### src/rtl/if_fetch_buffer.sv
// Instruction fetch buffer: circular FIFO of (pc, instr) pairs between fetch and decode.
// Optional same-cycle empty-buffer bypass to decode when IF_FETCH_BUF_BYPASS_EN is defined.
module if_fetch_buffer #(
    parameter int unsigned DEPTH   = 4,
    parameter int unsigned ADDR_W  = 8,
    parameter int unsigned INSTR_W = 32
) (
    input  logic                     clk,
    input  logic                     rst_n,
    input  logic                     in_valid,
    input  logic [ADDR_W-1:0]        in_pc,
    input  logic [INSTR_W-1:0]       in_instr,
    output logic                     in_ready,
    output logic                     out_valid,
    output logic [ADDR_W-1:0]        out_pc,
    output logic [INSTR_W-1:0]       out_instr,
    input  logic                     out_ready,
    input  logic                     flush,
    output logic [$clog2(DEPTH):0]   count
);

    localparam int unsigned PTR_W = $clog2(DEPTH);
    localparam int unsigned CNT_W = PTR_W + 1;
    localparam logic [CNT_W-1:0] FULL_CNT = CNT_W'(DEPTH);

    logic [ADDR_W-1:0]  pc_mem_q    [DEPTH];
    logic [INSTR_W-1:0] instr_mem_q [DEPTH];

    logic [PTR_W-1:0] wr_ptr_q, wr_ptr_d;
    logic [PTR_W-1:0] rd_ptr_q, rd_ptr_d;
    logic [CNT_W-1:0] cnt_q, cnt_d;

    logic full;
    logic empty;
    logic push;
    logic pop;
    logic bypass_hit;
    logic do_write;
    logic do_read;

    assign full     = (cnt_q == FULL_CNT);
    assign empty    = (cnt_q == '0);
    assign in_ready = rst_n && !full;
    assign push     = in_valid && in_ready;
    assign count    = cnt_q;

`ifdef IF_FETCH_BUF_BYPASS_EN
    // Gated by push so a pair fetch does not consider accepted never reaches decode.
    assign bypass_hit = empty && push && !flush;
    assign out_valid  = !empty || bypass_hit;
    assign out_pc     = bypass_hit ? in_pc    : pc_mem_q[rd_ptr_q];
    assign out_instr  = bypass_hit ? in_instr : instr_mem_q[rd_ptr_q];
`else
    assign bypass_hit = 1'b0;
    assign out_valid  = !empty;
    assign out_pc     = pc_mem_q[rd_ptr_q];
    assign out_instr  = instr_mem_q[rd_ptr_q];
`endif

    assign pop      = out_valid && out_ready;
    // A bypassed pair that decode takes straight away is never stored.
    assign do_write = push && !(bypass_hit && out_ready);
    assign do_read  = pop && !bypass_hit;

    always_comb begin
        wr_ptr_d = wr_ptr_q;
        rd_ptr_d = rd_ptr_q;
        cnt_d    = cnt_q;
        if (flush) begin
            wr_ptr_d = '0;
            rd_ptr_d = '0;
            cnt_d    = '0;
        end else begin
            if (do_write) begin
                wr_ptr_d = wr_ptr_q + PTR_W'(1);
            end
            if (do_read) begin
                rd_ptr_d = rd_ptr_q + PTR_W'(1);
            end
            unique case ({do_write, do_read})
                2'b10:   cnt_d = cnt_q + CNT_W'(1);
                2'b01:   cnt_d = cnt_q - CNT_W'(1);
                default: cnt_d = cnt_q;
            endcase
        end
    end

    always_ff @(posedge clk) begin
        if (!rst_n) begin
            wr_ptr_q <= '0;
            rd_ptr_q <= '0;
            cnt_q    <= '0;
        end else begin
            wr_ptr_q <= wr_ptr_d;
            rd_ptr_q <= rd_ptr_d;
            cnt_q    <= cnt_d;
        end
    end

    // Storage is cleared on reset so empty-state outputs read zero rather than X.
    always_ff @(posedge clk) begin
        if (!rst_n) begin
            for (int i = 0; i < DEPTH; i++) begin
                pc_mem_q[i]    <= '0;
                instr_mem_q[i] <= '0;
            end
        end else if (!flush && do_write) begin
            pc_mem_q[wr_ptr_q]    <= in_pc;
            instr_mem_q[wr_ptr_q] <= in_instr;
        end
    end

    a_cnt_in_range: assert property (@(posedge clk) disable iff (!rst_n)
        cnt_q <= FULL_CNT);

    a_ptr_cnt_consistent: assert property (@(posedge clk) disable iff (!rst_n)
        PTR_W'(wr_ptr_q - rd_ptr_q) == cnt_q[PTR_W-1:0]);

endmodule
### config.mk
export PLATFORM = sky130hd
export DESIGN_NAME = if_fetch_buffer
export DESIGN_NICKNAME = d
export VERILOG_FILES = /design/src/rtl/if_fetch_buffer.sv
export SDC_FILE = /design/constraint.sdc
export NUM_CORES = 1
export LEC_CHECK = 0
export ABC_AREA = 0
export BUFFER_PORTS_ARGS = -buffer_cell sky130_fd_sc_hd__buf_2
export CORE_AREA = 4 4 186 98
export CTS_BUF_LIST = sky130_fd_sc_hd__clkbuf_2 sky130_fd_sc_hd__clkbuf_4 sky130_fd_sc_hd__clkbuf_8
export DETAILED_ROUTE_END_ITERATION = 10
export DIE_AREA = 0 0 190 102
export GPL_ROUTABILITY_DRIVEN = 0
export SKIP_LAST_GASP = 1
export SYNTH_ARGS = -nofsm -noshare
export SYNTH_HDL_FRONTEND = slang
export SYNTH_SLANG_ARGS = --single-unit
### constraint.sdc
create_clock -name clk -period 12.3 [get_ports clk]
set_input_delay 2.46 -clock clk [delete_from_list [all_inputs] [get_ports clk]]
set_output_delay 2.46 -clock clk [all_outputs]
set_load 0.03 [all_outputs]
==> impl_metrics.ini <==
[synthesis]
synth_area_um2 = 7345
async_reset_ff_share_pct = 0
ys_top_cells_by_area = edfxtp_1 65%, and2_1 14%, mux4_2 12%
synth.distinct_cells = 28
yosysSeqAreaShare_pct = 67.87
synth-seq-cells = 169
netlist.top_cell.by_area = edfxtp_1
yosysWarnings = 0
avgSynthCellArea_um2 = 16.73
synth-edff-count = 160
netlist.area_leader.share_pct = 65.42
syn_nets = 486
synth_cells = 439
synth_ff_type = edfxtp_1

[setup_path]
startpoint_type = primary input
r2r_setup_slack_ns = 9.66
crit_chain = buf_2 -> nor2b_1 -> buf_2
cp_max_fo = 9
slowest_delay_ns = 0.23
critPathTopFamily = buffers and inverters
cp.buffers_inverters = 2
cp_data_arrival_time_ns = 3.05
critPathRequiredTime_ns = 9.84
r2r-end = count[2]
cp_common_cell = buf_2
worst_path_max_delay_cell = buf_2
r2r_start = count[2]
end_kind = output pin
crit_type = in2out
r2r_cells = 8

[timing]
setup_violations = 0
fin_crit_ns = 5.515
fin_crit_sh_pct = 44.83
finClkSkew_ns = 0.01813
timing.final.ws_setup_ns = 6.785
finalSetupTns_ns = 0
timing.fmax_mhz = 181.3
relSlewSlack_pct = 30.92
rsz0062_at_grt = false
finalMaxSlewViolations = 0
finalHoldViolCount = 0
worstMarginPinSlew_ns = 1.034

[clock_network]
clkSlewWorstSetupHoldPaths_ns = 0.09
numCtsBuffers = 17
post_cts_resized = 0
postCtsSetupRepairBufs = 0
tritoncts = built
clk-insertion-delay-late_ns = 0.45
ctsHtreeMaxLevel = 4
clockBufferDepth = 2
cts-root-buf = clkbuf_8
cts_hold_buf = 0
cts_num_sinks = 169

[routing]
drc = 0
route.vias.total = 3844
firstDrtPassIters = 5
antenna_left = 0
drt_wl_total_um = 15680
vias_per_cell = 4.960
wl_per_cell_um = 20.23
drtIter0Drc = 301

[power]
p_switching_w = 0.0002800
peakVddDrop_mv = 0.06479
clock_power_share_pct = 34.7
seq_power_share_pct = 57.6
netSwitchingFraction_pct = 24.37
pwr-share-comb_pct = 7.7
p_int_w = 0.0008692
p_per_area_nw_per_um2 = 135.9
leakage_nw = 3.128

[layout]
areaGrowthSynthToFinish_pct = 15.11
fillers = 1426
fin_util_pct = 50.31
drive_gt1_share_pct = 33.09
most-common-layout-cells = 160 x and2_1, 160 x edfxtp_1, 89 x buf_2
nets = 576
antenna_cells = 0

[floorplanning]
rows = 34
die_h_um = 102
die_x_um = 190
io_pins = 90
initial_core_util_pct = 43.71
dieArea_um2 = 19380
coreArea_um2 = 16800

[placed_design]
hpwl_um = 9013
dp_slack_ns = 6.785
io_buffers = 89

[global_routing]
grt_pass1_wl_um = 24700
antenna_found_initial = 2
gr-total-overflow = 0
grt_usage_pct = 17.06
grt_start_max_net_pins = 42
grt_pass1_vias = 4362

[hold_path]
worstHoldStart = rd_ptr_q[0]
min_path_cells = 2
worst_hold_path_type = reg2reg

[flow_run]
cap_violations = 0

[outcome]
status = finished clean
==> cell families after synthesis <==
| logic type | synth area share (%) |
|---|---|
| AO/OA/AOI/OAI | 0.7837 |
| AND/OR/NAND/NOR | 16.35 |
| multiplexers | 12.27 |
| adder cells (fa/ha/maj) | 0.4429 |
| XOR/XNOR | 0.4771 |
| flip-flops | 67.87 |
| buffers and inverters | 1.806 |
==> sequential cells by signal, summed over array words and instances (netlist names), named ones only <==
register and cells:
rd_ptr_q 2, instr_mem_q 128, wr_ptr_q 2, count 3, pc_mem_q 32
==> final cells by class <==
| type | count | area (um2) | share of cell area, % |
|---|---|---|---|
| Clock buffer | 17 | 234.0 | 2.767 |
| Sequential cell | 169 | 4990 | 59.02 |
| Tap cell | 234 | 292.8 | 3.463 |
| Timing Repair Buffer | 97 | 505.5 | 5.979 |
| Multi-Input combinational cell | 240 | 2256 | 26.68 |
| Clock inverter | 14 | 161.4 | 1.909 |
| Inverter | 4 | 15.01 | 0.1776 |
==> cells in the mapped netlist, types with 2 or more instances <==
cell      instances
inv_1             4
nor4_4            2
nor2_1            7
edfxtp_1        160
nand2_1           2
nor2b_1           2
dfxtp_1           9
or3_1             3
clkbuf_1         10
and2_1          160
clkbuf_2         11
a21oi_1           3
o21ai_0           2
buf_2             5
xor2_1            3
nand2b_1          5
mux4_2           40
==> power by group through the flow <==
stage                     combinational (W)  clock (W)  sequential [W]
final                             0.0000885   0.000399        0.000662
after global routing              0.0000956   0.000434        0.000665
after global placement            0.0000893          0        0.000674
after CTS                         0.0000906   0.000407        0.000663
after floorplan                   0.0000554          0        0.000673
after detailed placement          0.0000901          0        0.000676
==> worst register-to-register path, stage by stage (launching register included) <==
cell and delay [ns]:
dfxtp_1 0.45, nor3b_4 0.65, nand3b_1 0.20, ha_1 0.20, inv_1 0.07, fa_1 0.37, xor2_1 0.16, or3_1 0.32
a21oi_1 0.16
==> metal layers <==
layer,track usage [%],share of wire [%],routed length (um),vias up
met5,0,0.17,27,-
met4,3.944,0.16,25,4
met3,5.154,7.4,1156,6
met2,26.71,47,7435,97
met1,23.95,45,7032,1934
li1,-,-,-,1803
==> how the worst max path moves through the flow <==
stage | slack [ns] | cells after the start | end | startpoint
3_3_place_gp | 6.79 | 3 | in_ready | rst_n
4_1_cts | 6.78 | 3 | in_ready | rst_n
6_report | 6.79 | 3 | in_ready | rst_n
3_5_place_dp | 6.79 | 3 | in_ready | rst_n
5_1_grt | 6.75 | 3 | in_ready | rst_n
2_1_floorplan | 6.00 | 2 | instr_mem_q[3][0] | flush
==> metrics by stage <==
stage | std cells | area [um2] | total power (W) | hold WS [ns]
3_5_place_dp | 744 | 8059 | 0.0007661 | 0.5210
3_3_place_gp | 744 | 8059 | 0.0007636 | 0.5049
2_1_floorplan | 439 | 7345 | 0.0007284 | 0.4847
4_1_cts | 775 | 8454 | 0.001160 | 0.5424
5_1_grt | 775 | 8454 | 0.001195 | 0.5841
6_report | 775 | 8454 | 0.001149 | 0.5383
Power figures use the tool's default switching activity.
